--- src/rtl/hazard_stall_ctrl_pkg.sv ---
// Shared types and constants for the P7 hazard/stall controller: MD FSM states,
// Tuse/CP0 constants and the RAW comparator used for each operand/stage pair.
package hazard_stall_ctrl_pkg;

  typedef enum logic [1:0] {
    ST_IDLE = 2'd0,
    ST_MULT = 2'd1,
    ST_DIV  = 2'd2
  } md_state_e;

  localparam logic [1:0] TUSE_NONE   = 2'd3;
  localparam logic [4:0] CP0_EPC_IDX = 5'd14;
  localparam logic       MD_MULT     = 1'b0;
  localparam logic       MD_DIV      = 1'b1;

  // A D-stage source conflicts with a producer that will not have its value
  // ready in time; $0 and unused operands never conflict.
  function automatic logic raw_hit(input logic [4:0] src,
                                   input logic [1:0] tuse,
                                   input logic [4:0] dst,
                                   input logic       we,
                                   input logic [1:0] tnew);
    return (src != 5'd0) && (tuse != TUSE_NONE) && we && (dst == src) && (tuse < tnew);
  endfunction

endpackage

--- src/rtl/hazard_stall_ctrl_md_busy_counter.sv ---
// Mult/div occupancy tracker: IDLE/MULT/DIV FSM with a 4-bit countdown of the
// busy cycles that follow a start.
module md_busy_counter
  import hazard_stall_ctrl_pkg::*;
#(
  parameter int unsigned MULT_CYCLES = 5,
  parameter int unsigned DIV_CYCLES  = 10
) (
  input  logic Clk,
  input  logic Reset,
  input  logic start,
  input  logic req,
  input  logic md_type,
  output logic md_busy
);

  if (MULT_CYCLES > 15 || MULT_CYCLES == 0) begin : g_bad_mult
    $error("MULT_CYCLES must be in 1..15");
  end
  if (DIV_CYCLES > 15 || DIV_CYCLES == 0) begin : g_bad_div
    $error("DIV_CYCLES must be in 1..15");
  end

  md_state_e  state_q, state_d;
  logic [3:0] cnt_q, cnt_d;
  logic       go;

  // A start alongside an exception belongs to a flushed instruction.
  assign go = start && !req;

  always_comb begin
    // NOTE: every signal written here gets a default first, so no path leaves
    // it unassigned and no latch is inferred.
    state_d = state_q;
    cnt_d   = cnt_q;
    unique case (state_q)
      ST_IDLE: begin
        if (go) begin
          state_d = (md_type == MD_DIV) ? ST_DIV : ST_MULT;
          cnt_d   = (md_type == MD_DIV) ? 4'(DIV_CYCLES) : 4'(MULT_CYCLES);
        end
      end
      ST_MULT, ST_DIV: begin
        if (cnt_q == 4'd1) begin
          state_d = ST_IDLE;
          cnt_d   = 4'd0;
        end else begin
          cnt_d = cnt_q - 4'd1;
        end
      end
      default: begin
        state_d = ST_IDLE;
        cnt_d   = 4'd0;
      end
    endcase
  end

  always_ff @(posedge Clk) begin
    // NOTE: state flops use non-blocking assignments so every flop samples
    // pre-edge values regardless of process ordering.
    if (Reset) begin
      state_q <= ST_IDLE;
      cnt_q   <= 4'd0;
    end else begin
      state_q <= state_d;
      cnt_q   <= cnt_d;
    end
  end

  assign md_busy = start || (state_q != ST_IDLE);

endmodule

--- src/rtl/hazard_stall_ctrl.sv ---
// P7 pipeline hazard controller: RAW (Tuse/Tnew), mult/div busy and ERET/EPC
// hazards combined with the CP0 request into Stall, DE_Clr and Flush.
module hazard_stall_ctrl
  import hazard_stall_ctrl_pkg::*;
#(
  parameter int unsigned MULT_CYCLES = 5,
  parameter int unsigned DIV_CYCLES  = 10
) (
  input  logic       Clk,
  input  logic       Reset,
  input  logic [4:0] D_rs,
  input  logic [4:0] D_rt,
  input  logic [1:0] D_Tuse_rs,
  input  logic [1:0] D_Tuse_rt,
  input  logic [4:0] E_RegDst,
  input  logic       E_RegWrite,
  input  logic [1:0] E_Tnew,
  input  logic [4:0] M_RegDst,
  input  logic       M_RegWrite,
  input  logic [1:0] M_Tnew,
  input  logic       D_isMD,
  input  logic       E_MDStart,
  input  logic       E_MDType,
  input  logic       D_isEret,
  input  logic       E_isMtc0EPC,
  input  logic       M_isMtc0EPC,
  input  logic       Req,
  output logic       Stall,
  output logic       DE_Clr,
  output logic       Flush,
  output logic       MD_Busy
);

  logic md_busy_raw;
  logic raw_stall, md_stall, epc_stall, hazard;

  md_busy_counter #(
    .MULT_CYCLES(MULT_CYCLES),
    .DIV_CYCLES (DIV_CYCLES)
  ) u_md_busy_counter (
    .Clk    (Clk),
    .Reset  (Reset),
    .start  (E_MDStart),
    .req    (Req),
    .md_type(E_MDType),
    .md_busy(md_busy_raw)
  );

  assign raw_stall = raw_hit(D_rs, D_Tuse_rs, E_RegDst, E_RegWrite, E_Tnew)
                  || raw_hit(D_rs, D_Tuse_rs, M_RegDst, M_RegWrite, M_Tnew)
                  || raw_hit(D_rt, D_Tuse_rt, E_RegDst, E_RegWrite, E_Tnew)
                  || raw_hit(D_rt, D_Tuse_rt, M_RegDst, M_RegWrite, M_Tnew);

  assign md_stall  = D_isMD && md_busy_raw;
  assign epc_stall = D_isEret && (E_isMtc0EPC || M_isMtc0EPC);
  assign hazard    = raw_stall || md_stall || epc_stall;

  // Reset forces every control quiet in the same cycle; Req outranks hazards.
  always_comb begin
    Stall   = 1'b0;
    DE_Clr  = 1'b0;
    Flush   = 1'b0;
    MD_Busy = 1'b0;
    if (!Reset) begin
      Stall   = hazard && !Req;
      DE_Clr  = (hazard && !Req) || Req;
      Flush   = Req;
      MD_Busy = md_busy_raw;
    end
  end

endmodule
--- config.mk ---
export PLATFORM = sky130hd
export DESIGN_NAME = hazard_stall_ctrl
export DESIGN_NICKNAME = d
export VERILOG_FILES = /design/src/rtl/hazard_stall_ctrl_pkg.sv /design/src/rtl/hazard_stall_ctrl_md_busy_counter.sv /design/src/rtl/hazard_stall_ctrl.sv
export SDC_FILE = /design/constraint.sdc
export NUM_CORES = 1
export LEC_CHECK = 0
export CAP_MARGIN = 0
export CORE_ASPECT_RATIO = 1.4
export CORE_UTILIZATION = 41
export CTS_BUF_LIST = sky130_fd_sc_hd__clkbuf_8
export DETAILED_ROUTE_END_ITERATION = 10
export PLACE_DENSITY = 0.84
export RECOVER_POWER = 25
export SYNTH_ARGS = -nofsm -noshare
export SYNTH_HDL_FRONTEND = slang
export SYNTH_HIERARCHICAL = 1
export SYNTH_SLANG_ARGS = --single-unit
--- constraint.sdc ---
create_clock -name Clk -period 2 [get_ports Clk]
set_input_delay 0.4 -clock Clk [delete_from_list [all_inputs] [get_ports Clk]]
set_output_delay 0.4 -clock Clk [all_outputs]
set_load 0.02 [all_outputs]
==> results of run 1 <==
cell families (layout without fill, tap and decap cells):
| group | after synthesis | in the layout |
|---|---|---|
| AOI/OAI and AO/OA | 23 | 23 |
| muxes | 2 | 2 |
| DFF | 6 | 6 |
| buffers and inverters | 12 | 73 |
| and+or+nand+nor | 36 | 36 |
| adders and majority gates | 8 | 8 |
| xor gates and xnor gates | 20 | 20 |
power breakdown:
group | switching (mW) | internal (mW) | total, mW
clock | 0.0542 | 0.130 | 0.184
sequential | 0.0343 | 0.149 | 0.184
combinational | 0.269 | 0.265 | 0.534
area by class of cell:
type	count	area share, %
clock buffer	3	2.510
timing repair buffer	58	29.89
multi-input combinational	89	54.98
sequential	6	7.300
inverter	12	3.726
tap	21	1.597
synthesized netlist by cell type (4+ instances only):
cell type / instances / share of area (%)
nand2b_1: 8 / 5.9
inv_1: 10 / 4.5
xor2_1: 16 / 17
xnor2_1: 4 / 4.2
nor2_1: 6 / 2.7
ha_1: 8 / 12
a21oi_1: 4 / 2.4
dfxtp_1: 6 / 14
flip-flops by register name (all words and copies together), names as in the netlist:
| register | flops |
|---|---|
| u_md_busy_counter/cnt_q | 4 |
| u_md_busy_counter/state_q | 2 |
through the flow:
step	cell area [sq um]	total power, mW	setup TNS, ns	utilization (%)	std cells
after global placement	1456	0.6529	-2.812	74.71	186
final	1645	0.9012	-0.6079	84.40	189
after CTS	1587	0.8747	-0.5391	81.39	189
after global routing	1645	0.9570	-0.7544	84.40	189
after detailed placement	1456	0.6730	-2.991	74.71	186
after floorplan	889.6	0.4492	-0.1067	-	107
layout by cell type, fill, tap and decap left out, types with 3 or more instances in the layout:
cell type,Yosys,layout
clkdlybuf4s50_1,0,7
dlygate4sd2_1,0,13
clkbuf_8,0,3
nand2b_4,0,3
buf_2,0,9
buf_4,0,17
xor2_1,16,7
a21oi_1,4,4
buf_6,0,3
nor2b_1,3,3
nand2_1,3,3
dfxtp_1,6,6
nor3_1,3,3
xnor2_1,4,4
nor2_1,6,5
ha_4,0,3
ha_1,8,5
xor2_2,0,7
inv_1,10,8
clkdlybuf4s15_1,0,5
nand2b_1,8,5
worst min-delay path, delay by kind of cell, from the launching register on:
kind             cells  cell delay, ns
flip-flops           1            0.34
AO/OA/AOI/OAI        1            0.05
AND/OR/NAND/NOR      1            0.07
timing repair:
action | 4_1_cts | 5_1_grt
setup endpoints to repair | 4 | 3
hold endpoints to repair | 0 | 0
gates resized for setup | 111 | 17
pin swaps | 22 | 10
worst max path at each step:
stage / from / slack [ns] / endpoint
after floorplan: M_Tnew[1] / -0.06 / Stall
final: D_Tuse_rt[1] / -0.33 / Stall
after detailed placement: M_Tnew[1] / -1.33 / DE_Clr
after CTS: M_Tnew[1] / -0.28 / Stall
after global routing: D_Tuse_rt[1] / -0.39 / Stall
after global placement: M_Tnew[1] / -1.26 / DE_Clr
metal layers:
metal	vias to the layer above	wire length [um]	GRT usage (%)
li1	501	-	-
met1	520	1052	26.26
met2	58	1852	54.42
met3	20	185	7.200
met4	0	277	30.48
met5	-	0	0
==> results.toml, run 1 <==
[setup_path]
critical_path.top_delay_family = "compound AO/OA/AOI/OAI gates"
crit_type = "input pin to output pin"
crit_chain = "buf_8, ha_4, nand2b_4, nor4_4, nand4_1, a221o_1, a211oi_4, buf_6"
end_kind = "output pin"
critPathLaunchType = "input pin"
cp.arrival_ns = 1.93
crit_buf_inv = 2
crit_required_ns = 1.60
cp_slowest_stage_delay_ns = 0.38
slowest_stage = "a221o_1"
crit_cells = 8
reg2reg_from = "u_md_busy_counter/state_q[0]$_SDFFE_PP0P_"
path_max_fanout = 3
ff2ff_setup_slack_ns = 0.26
r2r-end = "u_md_busy_counter/cnt_q[2]$_SDFFE_PP0P_"
rr_worst_depth = 6

[timing]
hold-worst-slack_ns = 0.5070
clock_skew_ns = 0.009109
worst_pin_slew_ns = 0.3274
rsz0062_at_grt = "yes"
hold_violations = 0
slew_headroom_pct = 78.18
finalCritPeriodShare_pct = 116.5
setup-violations-final = 2
drv_slew = 0
finalWorstSetupSlack_ns = -0.3304
period_minus_slack_ns = 2.330
fmax_mhz = 429.1

[synth]
synthesis.area_sq_um = 843.3
synth-compound-area-share_pct = 20.33
synthAdderAreaFrac_pct = 11.87
syn_inst = 107
synth_edf_count = 0
yosysWarnings = 6
ys_seq_elements = 6
synth_top_family_by_area = "simple AND/OR/NAND/NOR gates"
yosys.cell_types.count = 34
async_flop_share_pct = 0
syn_avg_cell_area_sq_um = 7.881
synthMuxAreaShare_pct = 2.374
synth_flop_cell = "dfxtp_1"
synthSimpleGateAreaFrac_pct = 24.93
synthXorXnorAreaFrac_pct = 20.77
syn_nets = 154
synth-seq-area-share_pct = 14.24

[status]
violations = "negative setup slack"
status = "finished, violations left"

[finish]
finish.net_count = 217
final.fill_count = 113
num_antenna_cells = 0
seq_area_sq_um = 120.1
drive_gt1_share_pct = 38.69
synthToLayoutAreaGrowth_pct = 95.10
multi_input_area_sq_um = 904.6

[min_path]
worstHoldEndpoint = "u_md_busy_counter/cnt_q[1]$_SDFFE_PP0P_"
hp-class = "flip-flop to flip-flop"
hold_start = "u_md_busy_counter/cnt_q[1]$_SDFFE_PP0P_"
holdPathStages = 2

[flow_run]
cap_violations = 0

[pwr]
power_density_nw_per_um2 = 547.7
worst_ir_drop_vdd_v = 0.0003236
power.leakage_nw = 0.6902

[drt]
drt_wl_total_mm = 3.367
drc = 0
wl_per_cell_um = 17.81
drt_pre_antenna_iters = 4
drtAntennaViolNets = 0
dr_total_vias = 1099
detail_route.iter0.violations = 10
vias_per_cell = 5.815

[global_route]
grt_usage_pct = 32.05
overflow = 0
antenna_found_initial = 0
grt_pass1_wl_mm = 4.954
grt_max_degree = 7
first_global_vias = 1205

[die]
ios = 43
core_area_sq_um = 1949
die-area_sq_um = 2245
die_y_um = 55.66
start_util_pct = 43.26
die_width_um = 40.33
rows = 19

[cts]
clkTransAtPathRegs_ns = 0.04
ctsRootBufferMaster = "clkbuf_8"
clk_latency_ns = 0.22
clockBufferDepth = 2
numCtsBuffers = 3
postCtsSetupBuffers = 0
cts_sinks = 6
cts_tree = "yes"
htree_levels = 1
postCtsHoldBufs = 0

[place]
portBuffers = 42
gp_congestion = 0.8858
pre_cts_ws_ns = -1.333
hpwlAfterDp_mm = 2.411
Note: power is estimated with default switching activity, not from simulation.
==> run 2, diff against run 1 <==
PLACE_DENSITY = 0.82   (was 0.84)
==> run 2 against run 1 <==
  * The run still ends with negative setup slack left
  * First-iteration DRC count rose to 2.7 times the previous value
  * Clock-buffer cell count unchanged
  * Sequential share of layout area rose by 0.21 points
  * Sequential power is essentially flat
  * Largest cell class unchanged
  * Critical path depth is 1 higher
  * Wire length is 8.9% lower
  * Core utilization down 2.3 points
  * Via count shrank 2.4%
==> results.toml, run 2 (synthesis gave the netlist of run 1 again) <==
[status]
status = "finished, violations left"
violations = "negative setup slack"

[cts]
numCtsBuffers = 3
ctsRootBufferMaster = "clkbuf_8"
cts_sinks = 6
cts_tree = "yes"
clkTransAtPathRegs_ns = 0.04
clk_latency_ns = 0.22
clockBufferDepth = 2
htree_levels = 1

[setup_path]
critPathLaunchType = "input pin"
rr_worst_depth = 6
path_max_fanout = 2
ff2ff_setup_slack_ns = 0.19
crit_cells = 9
crit_chain = "buf_8, inv_12, ha_4, nand2b_4, nor4_2, nand4_1, a221o_1, a211oi_4, buf_6"
crit_required_ns = 1.60
crit_start = "M_Tnew[1]"
slowest_stage = "a221o_1"
cp_slowest_stage_delay_ns = 0.38
r2r-end = "u_md_busy_counter/cnt_q[2]$_SDFFE_PP0P_"
critical_path.top_delay_family = "compound AO/OA/AOI/OAI gates"
end_kind = "output pin"
cp.arrival_ns = 1.92
crit_buf_inv = 3
endpoint = "Stall"
reg2reg_from = "u_md_busy_counter/state_q[1]$_SDFFE_PP0P_"
crit_type = "input pin to output pin"

[finish]
synthToLayoutAreaGrowth_pct = 89.76
multi_input_area_sq_um = 825.8
drive_gt1_share_pct = 31.55
layout_commonest_cell = "buf_4"
final_cell_count_no_fill = 189
mostFrequentLayoutCells = "15 x buf_4, 13 x xor2_1, 12 x dlygate4sd2_1"
largest_register = "u_md_busy_counter/cnt_q"
finish.net_count = 217
num_antenna_cells = 0
seq_area_sq_um = 120.1
final.fill_count = 131
largest_register_ffs = 4
reg_top3 = "u_md_busy_counter/cnt_q x4, u_md_busy_counter/state_q x2"

[drt]
dr_total_vias = 1073
drc = 0
drt_wl_total_mm = 3.066
detail_route.iter0.violations = 27
vias_per_cell = 5.677
drt_pre_antenna_iters = 4
drtAntennaViolNets = 0
wl_per_cell_um = 16.22

[pwr]
power.leakage_nw = 0.6862
power_mw = 0.8917
worst_ir_drop_vdd_v = 0.0003529
power_density_nw_per_um2 = 557.2

[timing]
setup-violations-final = 2
drv_slew = 0
hold_violations = 0
worst_pin_slew_ns = 0.3546
clock_skew_ns = 0.0008396
rsz0062_at_grt = "yes"
fmax_mhz = 430.3
period_minus_slack_ns = 2.324
finalCritPeriodShare_pct = 116.2
slew_headroom_pct = 76.29
finalWorstSetupSlack_ns = -0.3240
finalSetupTns_ns = -0.6337

[min_path]
hp-class = "flip-flop to flip-flop"

[flow_run]
cap_violations = 0

[global_route]
first_global_vias = 1138
grt_max_degree = 8
grt_pass1_wl_mm = 4.595
overflow = 0
grt_usage_pct = 29.97
antenna_found_initial = 0

[place]
place_inst = 185
gp_congestion = 0.8824
hpwlAfterDp_mm = 2.305
portBuffers = 42

[die]
die-area_sq_um = 2245
die_width_um = 40.33
ios = 43
die_y_um = 55.66
core_area_sq_um = 1949
start_util_pct = 43.26
rows = 19
## run 2: cell count changes in the layout (fill, tap and decap cells not counted), sizes merged
| cell | previous run | this run |
|---|---|---|
| dlygate4sd2 | 13 | 12 |
| clkbuf | 3 | 4 |
| buf | 31 | 22 |
| dlymetal6s2s | 0 | 1 |
| clkdlybuf4s15 | 6 | 13 |
| clkdlybuf4s50 | 7 | 8 |
## run 2: worst min-delay path by stage
| stage | startpoint | to | slack, ns | depth (start not counted) |
|---|---|---|---|---|
| after floorplan | u_md_busy_counter/cnt_q[1]$_SDFFE_PP0P_ | u_md_busy_counter/cnt_q[1]$_SDFFE_PP0P_ | 0.45 | 2 |
| after global placement | u_md_busy_counter/cnt_q[1]$_SDFFE_PP0P_ | u_md_busy_counter/cnt_q[1]$_SDFFE_PP0P_ | 0.47 | 2 |
| after detailed placement | u_md_busy_counter/cnt_q[1]$_SDFFE_PP0P_ | u_md_busy_counter/cnt_q[1]$_SDFFE_PP0P_ | 0.47 | 2 |
| after CTS | u_md_busy_counter/cnt_q[1]$_SDFFE_PP0P_ | u_md_busy_counter/cnt_q[1]$_SDFFE_PP0P_ | 0.50 | 2 |
| after global routing | u_md_busy_counter/cnt_q[1]$_SDFFE_PP0P_ | u_md_busy_counter/cnt_q[1]$_SDFFE_PP0P_ | 0.53 | 2 |
| final | u_md_busy_counter/cnt_q[1]$_SDFFE_PP0P_ | u_md_busy_counter/cnt_q[1]$_SDFFE_PP0P_ | 0.51 | 2 |
## run 2: power by group
part,switching (mW),leakage (nW),internal (mW)
logic,0.268,0.615,0.263
clock network,0.0504,0.0216,0.129
registers,0.0322,0.0492,0.150
total,0.350,0.686,0.541
## run 2: timing repair
item	in CTS	in global routing
hold buffers	0	0
pin swaps	17	2
buffers inserted	1	0
setup endpoints to repair	4	3
resized for setup	94	3
## run 2: metal layers
| metal | track usage [%] | up-vias | share of wire [%] | routed length, um |
|---|---|---|---|---|
| li1 | - | 499 | - | - |
| met3 | 1.200 | 10 | 6.1 | 188 |
| met1 | 23.29 | 495 | 32 | 988 |
| met4 | 18.10 | 0 | 3.6 | 110 |
| met5 | 0 | - | 0 | 0 |
| met2 | 60.09 | 69 | 58 | 1779 |
## run 2: layout make-up
cell class | count | area share, %
Sequential cell | 6 | 7.506
Timing Repair Buffer | 58 | 32.99
Clock buffer | 3 | 2.580
Multi-Input combinational cell | 89 | 51.60
Inverter | 12 | 3.675
Tap cell | 21 | 1.642
## run 2: worst min-delay path: cells and delay by family, from the launching register on
family             cells  cell delay, ns
DFF                    1            0.32
AOI/OAI and AO/OA      1            0.07
and+or+nand+nor        1            0.07
## run 2: metrics by stage
step	hold slack [ns]	util [%]	worst slack, ns	instance area (sq um)
after floorplan	0.4518	-	-0.06114	889.6
after global placement	0.4706	74.33	-1.302	1449
after detailed placement	0.4741	74.33	-1.339	1449
after CTS	0.4994	82.16	-0.3148	1602
after global routing	0.5286	82.09	-0.3751	1600
final	0.5140	82.09	-0.3240	1600
